<file path="config.mk">
export PLATFORM = sky130hd
export DESIGN_NAME = sha256_msg_padder
export DESIGN_NICKNAME = d
export VERILOG_FILES = /design/src/rtl/sha256_msg_padder.sv
export SDC_FILE = /design/constraint.sdc
export NUM_CORES = 1
export LEC_CHECK = 0
export BUFFER_PORTS_ARGS = -buffer_cell sky130_fd_sc_hd__buf_4
export CORE_ASPECT_RATIO = 0.8
export CORE_MARGIN = 3
export CORE_UTILIZATION = 40
export DETAILED_ROUTE_END_ITERATION = 7
export PLACE_DENSITY = 0.52
export SYNTH_ARGS = -nofsm -noshare
export SYNTH_HDL_FRONTEND = slang
export SYNTH_SLANG_ARGS = --single-unit
</file>
<file path="constraint.sdc">
create_clock -name clk -period 3.9 [get_ports clk]
set_input_delay 0.39 -clock clk [delete_from_list [all_inputs] [get_ports clk]]
set_output_delay 0.39 -clock clk [all_outputs]
set_load 0.005 [all_outputs]
</file>
<file path="src/rtl/sha256_msg_padder.sv">
// sha256_msg_padder: applies SHA-256 padding to a byte stream and frames 64-byte blocks for the core.
// Define PADDER_PINGPONG_EN for two block buffers so filling overlaps sending.
module sha256_msg_padder #(
  parameter int LEN_W      = 32,
  parameter int GAP_CYCLES = 3
) (
  input  logic       clk,
  input  logic       reset,
  input  logic [7:0] s_data,
  input  logic       s_valid,
  input  logic       s_last,
  input  logic       s_empty,
  output logic       s_ready,
  output logic [7:0] core_data,
  output logic       core_we,
  output logic       core_first,
  output logic       core_last,
  input  logic       core_busy,
  output logic       pad_busy
);
`ifdef PADDER_PINGPONG_EN
  localparam int NB = 2;
`else
  localparam int NB = 1;
`endif
  localparam logic PP = (NB == 2);
  localparam int GW = $clog2(GAP_CYCLES + 2);
  typedef enum logic [1:0] {FILL, PAD, LENBLK} fill_t;
  typedef enum logic [1:0] {WAIT, SETUP, SEND} send_t;
  fill_t r_fst, w_fst_nx;
  send_t r_sst, w_sst_nx;
  logic [7:0] r_buf [NB][64];
  logic r_full [NB];
  logic r_bfirst [NB];
  logic r_bfinal [NB];
  logic r_wsel, r_rsel, r_run, r_active, r_msg_first, r_mark, r_short;
  logic [5:0] r_idx, r_scnt;
  logic [LEN_W-1:0] r_cnt;
  logic [GW-1:0] r_gap;
  logic w_free, w_acc, w_wr, w_done, w_short, w_final, w_go, w_send_end, w_b0;
  logic [7:0] w_wdata, w_lenb, w_lenz;
  logic [63:0] w_bits;
  always_ff @(posedge clk) begin
    if (!reset) begin
      r_fst <= FILL;
      r_sst <= WAIT;
      r_run <= 1'b0;
    end else begin
      r_fst <= w_fst_nx;
      r_sst <= w_sst_nx;
      r_run <= 1'b1;
    end
  end
  always_comb begin
    w_free     = !r_full[r_wsel];
    s_ready    = r_run && r_fst == FILL && w_free;
    w_acc      = s_valid && s_ready;
    w_short    = r_mark ? r_short : (r_idx[5:3] != 3'd7);
    w_wr       = (r_fst == FILL) ? (w_acc && !(s_last && s_empty)) : w_free;
    w_done     = w_wr && r_idx == 6'd63;
    w_final    = r_fst == LENBLK || (r_fst == PAD && w_short);
    w_bits     = 64'({r_cnt, 3'b000});
    w_lenb     = 8'(w_bits >> {~r_idx[2:0], 3'b000});
    w_lenz     = (r_idx[5:3] == 3'd7) ? w_lenb : 8'h00;
    // 0x80 goes on the first PAD write; length bytes land in slots 56..63 of the final block
    w_wdata    = (r_fst == FILL) ? s_data :
                 (r_fst == PAD && !r_mark) ? 8'h80 :
                 (r_fst == LENBLK || r_short) ? w_lenz : 8'h00;
    w_fst_nx   = (r_fst == FILL) ? ((w_acc && s_last) ? PAD : FILL) :
                 !w_done ? r_fst :
                 (r_fst == PAD && !w_short) ? LENBLK : FILL;
  end
  always_comb begin
    w_go       = r_full[r_rsel] && (r_bfirst[r_rsel] ? !core_busy : r_gap >= GW'(GAP_CYCLES));
    w_send_end = r_sst == SEND && r_scnt == 6'd63;
    w_sst_nx   = (r_sst == WAIT) ? (w_go ? (r_bfirst[r_rsel] ? SETUP : SEND) : WAIT) :
                 (r_sst == SETUP) ? SEND :
                 w_send_end ? WAIT : SEND;
  end
  always_comb begin
    core_we    = r_sst == SEND;
    w_b0       = core_we && r_scnt == 6'd0;
    core_data  = core_we ? r_buf[r_rsel][r_scnt] : 8'h00;
    core_first = r_sst == SETUP || (w_b0 && r_bfirst[r_rsel]);
    core_last  = w_b0 && r_bfinal[r_rsel];
    pad_busy   = r_active || r_full[0] || r_full[NB-1];
  end
  always_ff @(posedge clk) begin
    if (w_wr) r_buf[r_wsel][r_idx] <= w_wdata;
  end
  always_ff @(posedge clk) begin
    if (!reset) begin
      r_idx       <= '0;
      r_scnt      <= '0;
      r_cnt       <= '0;
      r_gap       <= '0;
      r_wsel      <= 1'b0;
      r_rsel      <= 1'b0;
      r_active    <= 1'b0;
      r_msg_first <= 1'b1;
      r_mark      <= 1'b0;
      r_short     <= 1'b0;
      for (int i = 0; i < NB; i++) begin
        r_full[i]   <= 1'b0;
        r_bfirst[i] <= 1'b0;
        r_bfinal[i] <= 1'b0;
      end
    end else begin
      if (w_wr) r_idx <= r_idx + 6'd1;
      if (w_wr && r_fst == FILL) r_cnt <= r_cnt + LEN_W'(1);
      if (w_acc) r_active <= 1'b1;
      if (w_wr && r_fst == PAD && !r_mark) begin
        r_mark  <= 1'b1;
        r_short <= w_short;
      end
      r_scnt <= core_we ? r_scnt + 6'd1 : 6'd0;
      r_gap  <= w_send_end ? '0 : (r_gap >= GW'(GAP_CYCLES)) ? r_gap : r_gap + GW'(1);
      if (w_send_end) begin
        r_full[r_rsel] <= 1'b0;
        r_rsel         <= r_rsel ^ PP;
      end
      if (w_done) begin
        r_full[r_wsel]   <= 1'b1;
        r_bfirst[r_wsel] <= r_msg_first;
        r_bfinal[r_wsel] <= w_final;
        r_wsel           <= r_wsel ^ PP;
        r_msg_first      <= w_final;
        r_mark           <= 1'b0;
        if (w_final) begin
          r_active <= 1'b0;
          r_cnt    <= '0;
        end
      end
    end
  end
endmodule

</file>
Word level (Yosys, flattened, before mapping). Memories as Yosys holds them, arrays and structs flattened. Index checks and enable logic that the tools add are counted. Widths: inputs -> output; s select.

Bits in registers: 56. RAM bits: 515. Bits of input ports: 14. Word-level logic and storage cells: 119. Memories: 4.

Add/subtract/negate cells: 4. $lt $le $gt $ge: 4. Equal/unequal tests: 8. Shift operators: 1. Mux-type cells: 44. Bitwise operators: 4. Reduce and logical (&&, ||, !) cells: 39.

Memories: r_buf (words 1, bits a word 512, rd ports 1, clocked after Yosys merged registers in 0, wr ports 1, line 32) `logic [7:0] r_buf [NB][64];`; r_bfinal (words 1, bits a word 1, rd ports 1, clocked after Yosys merged registers in 0, wr ports 1, line 35) `logic r_bfinal [NB];`; r_bfirst (words 1, bits a word 1, rd ports 1, clocked after Yosys merged registers in 0, wr ports 1, line 34) `logic r_bfirst [NB];`; r_full (words 1, bits a word 1, rd ports 2, clocked after Yosys merged registers in 0, wr ports 2, line 33) `logic r_full [NB];`.

Operator list (count): $mux 512 (1); $mux 32 (3); $mux 8 (8); $bmux 8 s6 (1); $demux 8 s6 (1); $shr 35x6->8 (1); $add 32x1->32 const B (1); $mux 1 (22); $logic_and 1x1->1 (19); $mux 2 (8); $ge 7x7->1 const B (2); $not 6->7 (2); $add 6x1->6 const B (2); $eq 6x6->1 const B (2); $lt 7x1->1 const B (1); $logic_not 6->1 (1); $logic_not 1->1 (5); $logic_or 1x1->1 (5); $eq 2x1->1 const B (2); $eq 2x2->1 const B (2); $logic_not 2->1 (2); $reduce_or 2->1 (2); $add 3x1->3 const B (1); $eq 3x3->1 const B (1); 7 further kinds (9).

Longest topological paths before layout. Gate-level depths: netlist (run 1).

Depth in word-level cells: 12. Mapped depth: 9. Gate-level depth less buffers: 7.

Worst setup path before layout (run 1). No wires, ideal clock.

Kind: register to register. From: register r_idx[1]. To: memory r_buf[0][103] (netlist bit) (data pin). Arrival: 2.416 ns. Data required time: 3.401 ns. Path slack: 0.984 ns. Stages on the path, launching flop included: 5. Path buffers: 1. Cells stage by stage: dfxtp_1 > clkbuf_1 > mux4_2 > a31oi_1 > nor2_1.

Word-level cells in the longest chain between the ends: 6.

RTL lines: start: declaration (line 37) `logic [5:0] r_idx, r_scnt;`; start signal: assignment (line 109) `if (w_wr) r_idx <= r_idx + 6'd1;`; $not 3->3 (line 63) `w_lenb = 8'(w_bits >> {~r_idx[2:0], 3'b000});`; $shr 35x6->8 (line 63); $mux 8 (line 64) `w_lenz = (r_idx[5:3] == 3'd7) ? w_lenb : 8'h00;`; $mux 8 (line 68) `(r_fst == LENBLK || r_short) ? w_lenz : 8'h00;`; $mux 8 (line 67) `(r_fst == PAD && !r_mark) ? 8'h80 :`; $mux 8 (line 66) `w_wdata = (r_fst == FILL) ? s_data :`; net w_wdata[7] (line 41) `logic [7:0] w_wdata, w_lenb, w_lenz;`; end: declaration (line 32).

The timed path passes the listed nets, and every way through them passes these cells.

Worst setup path after layout (run 1).
From: register r_scnt[1]. To: output core_data[6].

Word-level cells in the longest chain between the ends: 5.

RTL lines: start: declaration (line 37); start signal: assignment (line 116) `r_scnt <= core_we ? r_scnt + 6'd1 : 6'd0;`; $not 6->7 (implied by the code) (line 83) `core_data = core_we ? r_buf[r_rsel][r_scnt] : 8'h00;`; $bmux 8 s6 (line 83); $mux 8 (implied by the code) (2 in series) (line 83); $mux 8 (line 83); end: declaration (line 14) `output logic [7:0] core_data,`.

No other way between the ends. The select of a mux whose other input is x is not followed.

==> results_dict.tcl, run 1 <==
set metrics [dict create \
    drive_gt1_share_pct 25.9 \
    outcome "finished, final reports clean" \
    grt_pass1_wl_um 85900 \
    h-tree-depth 2 \
    synthXorXnorAreaFrac_pct 1.26 \
    synth.avg_cell_area_um2 17.8 \
    clk_latency_ps 620 \
    synth_fa_ha_area_share_pct 0.329 \
    wl_per_cell_um 26.0 \
    holdPathStages 3 \
    seq_area_frac_synth_pct 72.5 \
    cp.required_ps 3510 \
    r2r_setup_slack_ps 810 \
    clk_pin_slew_ps 60 \
    tightest_slew_ps 942 \
    dpl.hpwl_um 37200 \
    grt_max_degree 65 \
    p_leak_nw 8.31 \
    cts.sinks 571 \
    max_clock_freq_ghz 0.267 \
    intPower_mw 10.1 \
    cts_root_buffer "clkbuf_16" \
    antenna_left 0 \
    finalMaxSlewViolations 0 \
    grt_pass1_vias 12500 \
    hold_start "s_valid" \
    p_seq_share_pct 53.0 \
    diodes 0 \
    p_sw_mw 2.63 \
    area_growth_pct 16.3 \
    globalRouteOverflowTotal 0 \
    yosys_warnings 0 \
    yosysUniqueCellTypes 59 \
    synth_seq_cells 571 \
    fin_crit_ps 3740 \
    synthSimpleGateAreaFrac_pct 6.42 \
    synth.most_common_cell "edfxtp_1" \
    viasPerCell 5.62 \
    end_kind "output pin" \
    fin_cells 2204 \
    place_congestion 0.822 \
    hp-class "in -> reg" \
    pwr-share-comb_pct 2.8 \
    rr_startpoint "r_fst[0]" \
    synthFlopType "edfxtp_1" \
    fin_skew_ps 33.1 \
    muxShareOfSynthArea_pct 14.3 \
    worstSetupPathType "reg -> out" \
    cts_tree "done" \
    wl_um 57200 \
    synth_edf_count 514 \
    synth_area_mm2 0.0228 \
    setup_viol 0 \
    cts_buffer_depth 3 \
    io_pins 27 \
    reg2reg_to "r_buf[0][226]" \
    r2r_cells 6 \
    syn_nets 1306 \
    track_usage_pct 19.5 \
    portBuffers 26 \
    firstDrtPassIters 5 \
    remaining_drc_errors 0 \
    finalHoldViolCount 0 \
    min_period_over_period_pct 96.0 \
    die_h_um 220 \
    peakVddDrop_mv 0.353 \
    fp.dieW_um 273 \
    relSlewSlack_pct 37.0 \
    synth_compound_area_share_pct 3.59 \
    pwr-share-clk_pct 44.3 \
    fin_tns_setup_ps 0 \
    worstSetupStartpointType "flop" \
    p_sw_share_pct 20.6 \
    nets 1428 \
    antenna_found_initial 0 \
    synth_area_leader_cell "edfxtp_1" \
    p_per_area_mw_per_mm2 481 \
    vias 12400 \
    dieArea_mm2 0.0600 \
    syn_inst 1286 \
    cts_buffers 56 \
    place_inst 2097 \
    holdPathEnd "r_active" \
    synth_top_area_share_pct 67.6 \
    synth_commonest_cells "514 x edfxtp_1, 130 x nor2_1, 128 x mux4_2" \
    coreArea_mm2 0.0559 \
    worstPathArrival_ps 3350 \
    rsz0062_at_grt "false" \
    path_max_fanout 57 \
    cap_violations 0 \
    synth_area_leaders "edfxtp_1 68%, mux4_2 13%, dfxtp_1 5.0%" \
    row_count 77 \
    async_flop_share_pct 0 \
    drt_iter0_markers 1420 \
    initial_core_util_pct 40.9 \
    synth_top_family_by_area "multiplexers" \
]
[per-layer routing]
layer | vias up | share of wire [%] | GRT usage, %
li1 | 5398 | - | -
met1 | 6504 | 48 | 30.5
met2 | 417 | 43 | 28.0
met3 | 66 | 6.9 | 3.97
met4 | 0 | 1.6 | 4.50
met5 | - | 0 | 0
[cell families after synthesis]
kind of cell	after synthesis
flops	571
simple gates	310
mux	166
compound gates	114
buf+inv	86
xor+xnor	33
fa+ha+maj	6
[worst max path at each step]
stage / from / endpoint / slack (ps) / cells past startpoint
6_report: r_scnt[1] / core_data[6] / 160 / 7
5_1_grt: r_scnt[1] / core_data[0] / 50 / 8
4_1_cts: r_scnt[1] / core_data[2] / 3 / 8
3_5_place_dp: r_scnt[1] / core_data[0] / 430 / 8
3_3_place_gp: r_scnt[1] / core_data[0] / 480 / 8
2_1_floorplan: r_idx[1] / r_buf[0][103] / 980 / 4
[stage by stage]
stage	utilization, %	instance area (µm²)	total power, mW	hold WS, ps	setup slack [ps]
final	47.5	26600	12.8	63.2	156
after global routing	47.5	26600	13.2	57.9	49.6
after CTS	47.5	26600	12.9	30.6	3.16
after detailed placement	44.0	24600	7.25	445	430
after global placement	44.0	24600	7.24	436	484
after floorplan	-	22800	7.08	418	984
[timing repair]
action	in CTS	in global routing
setup endpoints to repair	3	6
endpoints found under the hold margin	2	0
gates cloned	0	0
resized for setup	6	1
hold buffers	2	0
setup buffers	0	1
[layout by cell type, fill, tap and decap left out, drive strengths merged, types with 10 or more instances in the layout]
| cell | synthesis | routed |
|---|---|---|
| a21oi | 23 | 23 |
| a22o | 12 | 12 |
| a22oi | 30 | 30 |
| and3 | 11 | 11 |
| buf | 31 | 129 |
| clkbuf | 36 | 66 |
| clkinv | 0 | 26 |
| dfxtp | 57 | 57 |
| edfxtp | 514 | 514 |
| inv | 19 | 19 |
| mux2i | 33 | 33 |
| mux4 | 128 | 128 |
| nand2 | 63 | 63 |
| nand3 | 21 | 21 |
| nand4 | 10 | 10 |
| nor2 | 130 | 130 |
| nor3 | 13 | 13 |
| nor4 | 10 | 10 |
| o21ai | 11 | 11 |
| or3 | 10 | 10 |
| xnor2 | 24 | 24 |
[cell type report]
| type | count | area, µm² |
|---|---|---|
| clock buffers | 66 | 1480 |
| clock inverters | 38 | 432 |
| fillers | 4746 | 29300 |
| inverters | 19 | 71.3 |
| multi-input cells | 629 | 5960 |
| flip-flops and latches | 571 | 16600 |
| well taps | 750 | 938 |
| repair buffers | 131 | 1100 |
[power groups by stage]
stage               combinational [mW]  sequential, mW  clock [mW]
floorplan                        0.188            6.89           0
global placement                 0.346            6.89           0
detailed placement               0.359            6.89           0
CTS                              0.360            6.76        5.78
global route                     0.392            6.76        6.04
finish                           0.355            6.76        5.65
[critical path, cell delays in order, from the launching register on]
cell and delay [ps]:
dfxtp_4 530, buf_12 360, mux4_2 360, mux2_2 300
a22o_1 230, o21ai_0 420, a41oi_1 290, buf_4 220
[sequential cells by signal, summed over array words and instances (netlist names), 2 cells and up]
name	cells
r_gap	3
r_fst	2
r_idx	6
r_sst	2
r_buf	512
r_scnt	6
r_cnt	32
Note: power is estimated with default switching activity, not from simulation.
==> inputs of run 2 (changes only) <==
--- a/config.mk
+++ b/config.mk
@@ -7,7 +7,6 @@
 export LEC_CHECK = 0
 export BUFFER_PORTS_ARGS = -buffer_cell sky130_fd_sc_hd__buf_4
 export CORE_ASPECT_RATIO = 0.8
-export CORE_MARGIN = 3
 export CORE_UTILIZATION = 40
 export DETAILED_ROUTE_END_ITERATION = 7
 export PLACE_DENSITY = 0.52
==> constraint.sdc (replaced) <==
create_clock -name clk -period 4.6 [get_ports clk]
set_input_delay 0.46 -clock clk [delete_from_list [all_inputs] [get_ports clk]]
set_output_delay 0.46 -clock clk [all_outputs]
set_load 0.005 [all_outputs]
==> run 2 against run 1 <==
Die area shrank 3.3%. Cell area shrank 2.7%. Final cell count shrank 3.2%. Register-to-register slack gained 540 ps. Via count shrank 3.5%. Flip-flop and latch count is the same. Sequential share of layout area grew 1.7 points. Worst hold slack gained 24 ps. Clock-buffer cell count shrank 2. First-iteration DRC count shrank 24%. Routed wire length shrank 3.1%. Sequential power shrank 15%.
==> results_dict.tcl, run 2 (synthesis gave the netlist of run 1 again) <==
set metrics [dict create \
    area_growth_pct 13.2 \
    place_congestion 0.807 \
    path_max_fanout 14 \
    setup_viol 0 \
    min_period_over_period_pct 90.3 \
    wl_per_cell_um 26.0 \
    max_clock_freq_ghz 0.241 \
    tightest_slew_ps 1110 \
    firstDrtPassIters 5 \
    dieArea_mm2 0.0581 \
    cap_violations 0 \
    die_h_um 216 \
    fin_tns_setup_ps 0 \
    cts.sinks 571 \
    cts_buffer_depth 3 \
    drt_iter0_markers 1081 \
    clk_latency_ps 600 \
    antenna_found_initial 0 \
    reg_top3 "r_buf x512, r_cnt x32" \
    worstSetupPathType "reg -> out" \
    p_sw_mw 2.17 \
    post_cts_resize_count 0 \
    placed_area_mm2 0.0241 \
    pwr-share-comb_pct 2.8 \
    grt_pass1_wl_um 82300 \
    finalMaxSlewViolations 0 \
    cts_root_buffer "clkbuf_16" \
    p_per_area_mw_per_mm2 408 \
    hp-class "in -> reg" \
    peakVddDrop_mv 0.330 \
    intPower_mw 8.40 \
    cts_buffers 55 \
    wl_um 55500 \
    io_pins 27 \
    final_cell_mix "514 x edfxtp_1, 129 x nor2_1, 128 x mux4_2" \
    fin_crit_ps 4150 \
    worstSetupStartpointType "flop" \
    clk_pin_slew_ps 70 \
    antenna_left 0 \
    viasPerCell 5.60 \
    globalRouteOverflowTotal 0 \
    layout_commonest_cell "edfxtp_1" \
    largest-register "r_buf" \
    postCtsSetupBuffers 0 \
    rsz0062_at_grt "false" \
    relSlewSlack_pct 24.2 \
    h-tree-depth 2 \
    p_leak_nw 7.89 \
    coreArea_mm2 0.0559 \
    fill_cells 4788 \
    drive_gt1_share_pct 21.7 \
    end_kind "output pin" \
    worstPathArrival_ps 3690 \
    fin_skew_ps 19.6 \
    portBuffers 26 \
    outcome "finished, final reports clean" \
    vias 12000 \
    row_count 77 \
    cp.required_ps 4140 \
    p_seq_share_pct 54.3 \
    dpl.hpwl_um 35100 \
    fp.dieW_um 269 \
    largest_reg_flops 512 \
    fin_area_mm2 0.0259 \
    nets 1361 \
    grt_pass1_vias 12100 \
    p_sw_share_pct 20.5 \
    cts_tree "done" \
    track_usage_pct 19.4 \
    initial_core_util_pct 40.9 \
    cts_hold_buf 1 \
    grt_max_degree 77 \
    finalHoldViolCount 0 \
    remaining_drc_errors 0 \
    pwr-share-clk_pct 43.0 \
]
run 2: cell types whose count changed in the layout (fill, tap and decap cells not counted), sizes merged, moves of 2 or more:
| cell | delta |
|---|---|
| clkinvlp | -2 |
| clkbuf | -2 |
| buf | -65 |
| bufinv | -2 |
run 2: worst max-delay path, cell delays in order, from the launching register on:
cell	delay (ps)
dfxtp_4	550
buf_4	290
mux4_2	510
mux2_2	290
a221o_1	390
a21oi_1	570
a2111oi_0	240
buf_4	240
run 2: cell type report:
cell class | count | area (µm²) | share of cell area [%]
antenna | 1 | 2.50 | 0.00968
timing repair buffer | 65 | 541 | 2.09
tap | 750 | 938 | 3.63
clock inverter | 35 | 355 | 1.37
inverter | 19 | 71.3 | 0.276
multi-input combinational | 629 | 5940 | 23.0
clock buffer | 64 | 1430 | 5.53
sequential | 571 | 16600 | 64.1
run 2: power by group through the flow:
stage                     Clock, mW  Combinational [mW]  Sequential, mW
after detailed placement          0               0.295            5.85
after CTS                      4.64               0.295            5.73
after floorplan                   0               0.160            5.84
after global routing           4.83               0.324            5.74
final                          4.54               0.291            5.73
after global placement            0               0.285            5.84
run 2: through the flow:
step | utilization [%] | cells | hold WS (ps) | setup slack [ps] | power [mW]
2_1_floorplan | - | 1286 | 426 | 1680 | 6.00
3_3_place_gp | 43.1 | 2033 | 438 | 1140 | 6.13
3_5_place_dp | 43.1 | 2033 | 440 | 1170 | 6.14
4_1_cts | 46.3 | 2133 | 57.0 | 494 | 10.7
5_1_grt | 46.3 | 2133 | 57.0 | 267 | 10.9
6_report | 46.3 | 2134 | 87.5 | 448 | 10.6
run 2: final timing paths:
kind                             startpoint           end  slack, ps  depth (start not counted)
worst max-delay path              r_scnt[0]  core_data[5]        450                          7
worst min-delay path                  reset         r_run         90                          1
worst max register to register     r_fst[0]  r_buf[0][81]       1350                          5
worst min register to register  r_msg_first   r_msg_first        450                          1
run 2: per-layer routing:
metal / wire (µm) / track usage [%] / part of all wire, % / vias to the layer above
li1: - / - / - / 5259
met1: 25800 / 29.6 / 46 / 6262
met2: 24800 / 28.3 / 45 / 366
met3: 4050 / 4.26 / 7.3 / 64
met4: 823 / 4.08 / 1.5 / 0
met5: 0 / 0 / 0 / -
==> inputs of run 3 (changes only) <==
--- a/config.mk
+++ b/config.mk
@@ -7,9 +7,9 @@
 export LEC_CHECK = 0
 export BUFFER_PORTS_ARGS = -buffer_cell sky130_fd_sc_hd__buf_4
 export CORE_ASPECT_RATIO = 0.8
-export CORE_UTILIZATION = 40
+export CORE_UTILIZATION = 45
 export DETAILED_ROUTE_END_ITERATION = 7
-export PLACE_DENSITY = 0.52
+export PLACE_DENSITY = 0.57
 export SYNTH_ARGS = -nofsm -noshare
 export SYNTH_HDL_FRONTEND = slang
 export SYNTH_SLANG_ARGS = --single-unit
==> run 3 against run 2 <==
Die area fell by 11%. First-iteration DRC count down 0.19%. Via count shrank 0.49%. Register-to-register slack worse by 100 ps. Cell area is 0.48% lower. Clock power up 2%. Flip-flop and latch count unchanged. Final cell count down 3.8%. Clock skew is 1.7 ps lower. Routed wire length is 4.8% lower. Sequential power about the same.
==> results_dict.tcl, run 3 (synthesis gave the netlist of run 1 again) <==
set metrics [dict create \
    coreArea_mm2 0.0499 \
    fp.dieW_um 254 \
    slowest_delay_ps 730 \
    portBuffers 26 \
    holdPathStages 1 \
    grt_pass1_wl_um 78900 \
    finalHoldViolCount 0 \
    p_sw_mw 2.16 \
    reg2reg_to "r_buf[0][277]" \
    finalMaxSlewViolations 0 \
    peakVddDrop_mv 0.310 \
    cp_cell_sequence "buf_4, mux4_2, mux2_2, a221o_1, a21oi_1, a2111oi_0, buf_4" \
    fill_cells 4074 \
    final_cell_mix "514 x edfxtp_1, 129 x nor2_1, 128 x mux4_2" \
    cts.sinks 571 \
    drive_gt1_share_pct 21.1 \
    cts_tree "done" \
    rsz0062_at_grt "false" \
    hold_start "reset" \
    cts_root_buffer "clkbuf_16" \
    cp.required_ps 4140 \
    relSlewSlack_pct 24.0 \
    antenna_left 0 \
    place_ws_ps 1130 \
    area_growth_pct 12.6 \
    max_clock_freq_ghz 0.239 \
    p_per_area_mw_per_mm2 413 \
    r2r_setup_slack_ps 1250 \
    track_usage_pct 21.0 \
    hp-class "in -> reg" \
    layout_commonest_cell "edfxtp_1" \
    cts_buffers 54 \
    cts_buffer_depth 3 \
    drt_iter0_markers 1079 \
    clk_pin_slew_ps 60 \
    nets 1354 \
    cp-startpoint "r_scnt[3]" \
    fin_tns_setup_ps 0 \
    rr_startpoint "r_fst[0]" \
    min_period_over_period_pct 90.9 \
    outcome "finished, final reports clean" \
    viasPerCell 5.80 \
    path_max_fanout 21 \
    grt_pass1_vias 11900 \
    largest-register "r_buf" \
    holdPathEnd "r_run" \
    crit_slowest_cell "dfxtp_2" \
    worstPathArrival_ps 3720 \
    largest_reg_flops 512 \
    p_leak_nw 7.84 \
    end_kind "output pin" \
    clk_latency_ps 610 \
    pwr-share-comb_pct 2.6 \
    worstSetupStartpointType "flop" \
    grt_max_degree 65 \
    dieArea_mm2 0.0517 \
    tightest_slew_ps 1110 \
    h-tree-depth 2 \
    pwr-share-clk_pct 43.5 \
    fin_skew_ps 17.9 \
    setup_slack_ps 421 \
    reg_top3 "r_buf x512, r_cnt x32" \
    setup_viol 0 \
    die_h_um 204 \
    cp_common_cell "buf_4" \
    worstSetupPathType "reg -> out" \
    r2r_cells 5 \
    cap_violations 0 \
    io_pins 27 \
    globalRouteOverflowTotal 0 \
    wl_per_cell_um 25.7 \
    p_sw_share_pct 20.3 \
    place_congestion 0.793 \
    fin_crit_ps 4180 \
    wl_um 52800 \
    intPower_mw 8.48 \
    remaining_drc_errors 0 \
    antenna_found_initial 2 \
    row_count 73 \
    dpl.hpwl_um 33700 \
    vias 11900 \
    initial_core_util_pct 45.8 \
    p_seq_share_pct 53.9 \
    firstDrtPassIters 5 \
]
[run 3: area by class of cell]
type,count,area [µm²],share of cell area [%]
multi-input cells,629,5940,23.1
flip-flops and latches,571,16600,64.4
inverters,19,71.3,0.277
clock buffers,69,1430,5.55
repair buffers,59,483,1.88
well taps,675,845,3.28
clock inverters,29,387,1.50
diodes,1,2.50,0.00972
[run 3: timing repair]
item,in CTS,in global routing
hold buffers,1,0
resized for setup,0,0
hold endpoints to repair,1,0
setup buffers,0,0
[run 3: how the worst max path moves through the flow]
stage | to | slack, ps | depth (start not counted)
after floorplan | r_buf[0][103] | 1680 | 4
after global placement | core_data[5] | 1150 | 7
after detailed placement | core_data[5] | 1130 | 7
after CTS | core_data[5] | 480 | 7
after global routing | core_data[6] | 350 | 8
final | core_data[5] | 420 | 7
[run 3: metrics by stage]
stage               utilization [%]  hold slack (ps)  total power [mW]  cell area [µm²]  instances
global route                   51.6             46.9              10.9            25700       2051
floorplan                         -              426              6.00            22800       1286
global placement               47.9              434              6.11            23900       1952
detailed placement             47.9              443              6.13            23900       1952
finish                         51.6             75.2              10.6            25700       2052
CTS                            51.6             43.7              10.7            25700       2051
[run 3: critical path, delay by kind of cell (launching register included)]
kind            cells  cell delay, ps
compound gates      3            1170
mux                 2             600
buf+inv             2             610
flops               1             730
[run 3: power by group through the flow]
stage	clock network, mW	registers, mW	logic, mW
2_1_floorplan	0	5.84	0.160
3_3_place_gp	0	5.84	0.271
3_5_place_dp	0	5.84	0.281
4_1_cts	4.70	5.73	0.281
5_1_grt	4.88	5.73	0.304
6_report	4.62	5.73	0.277
[run 3: per-layer routing]
layer  vias up  share of wire (%)  global-route usage [%]
met3        72                6.1                    3.46
met1      6231                 47                    32.7
met2       346                 45                    30.7
met5         -                  0                       0
met4         0                1.8                    5.62
li1       5243                  -                       -
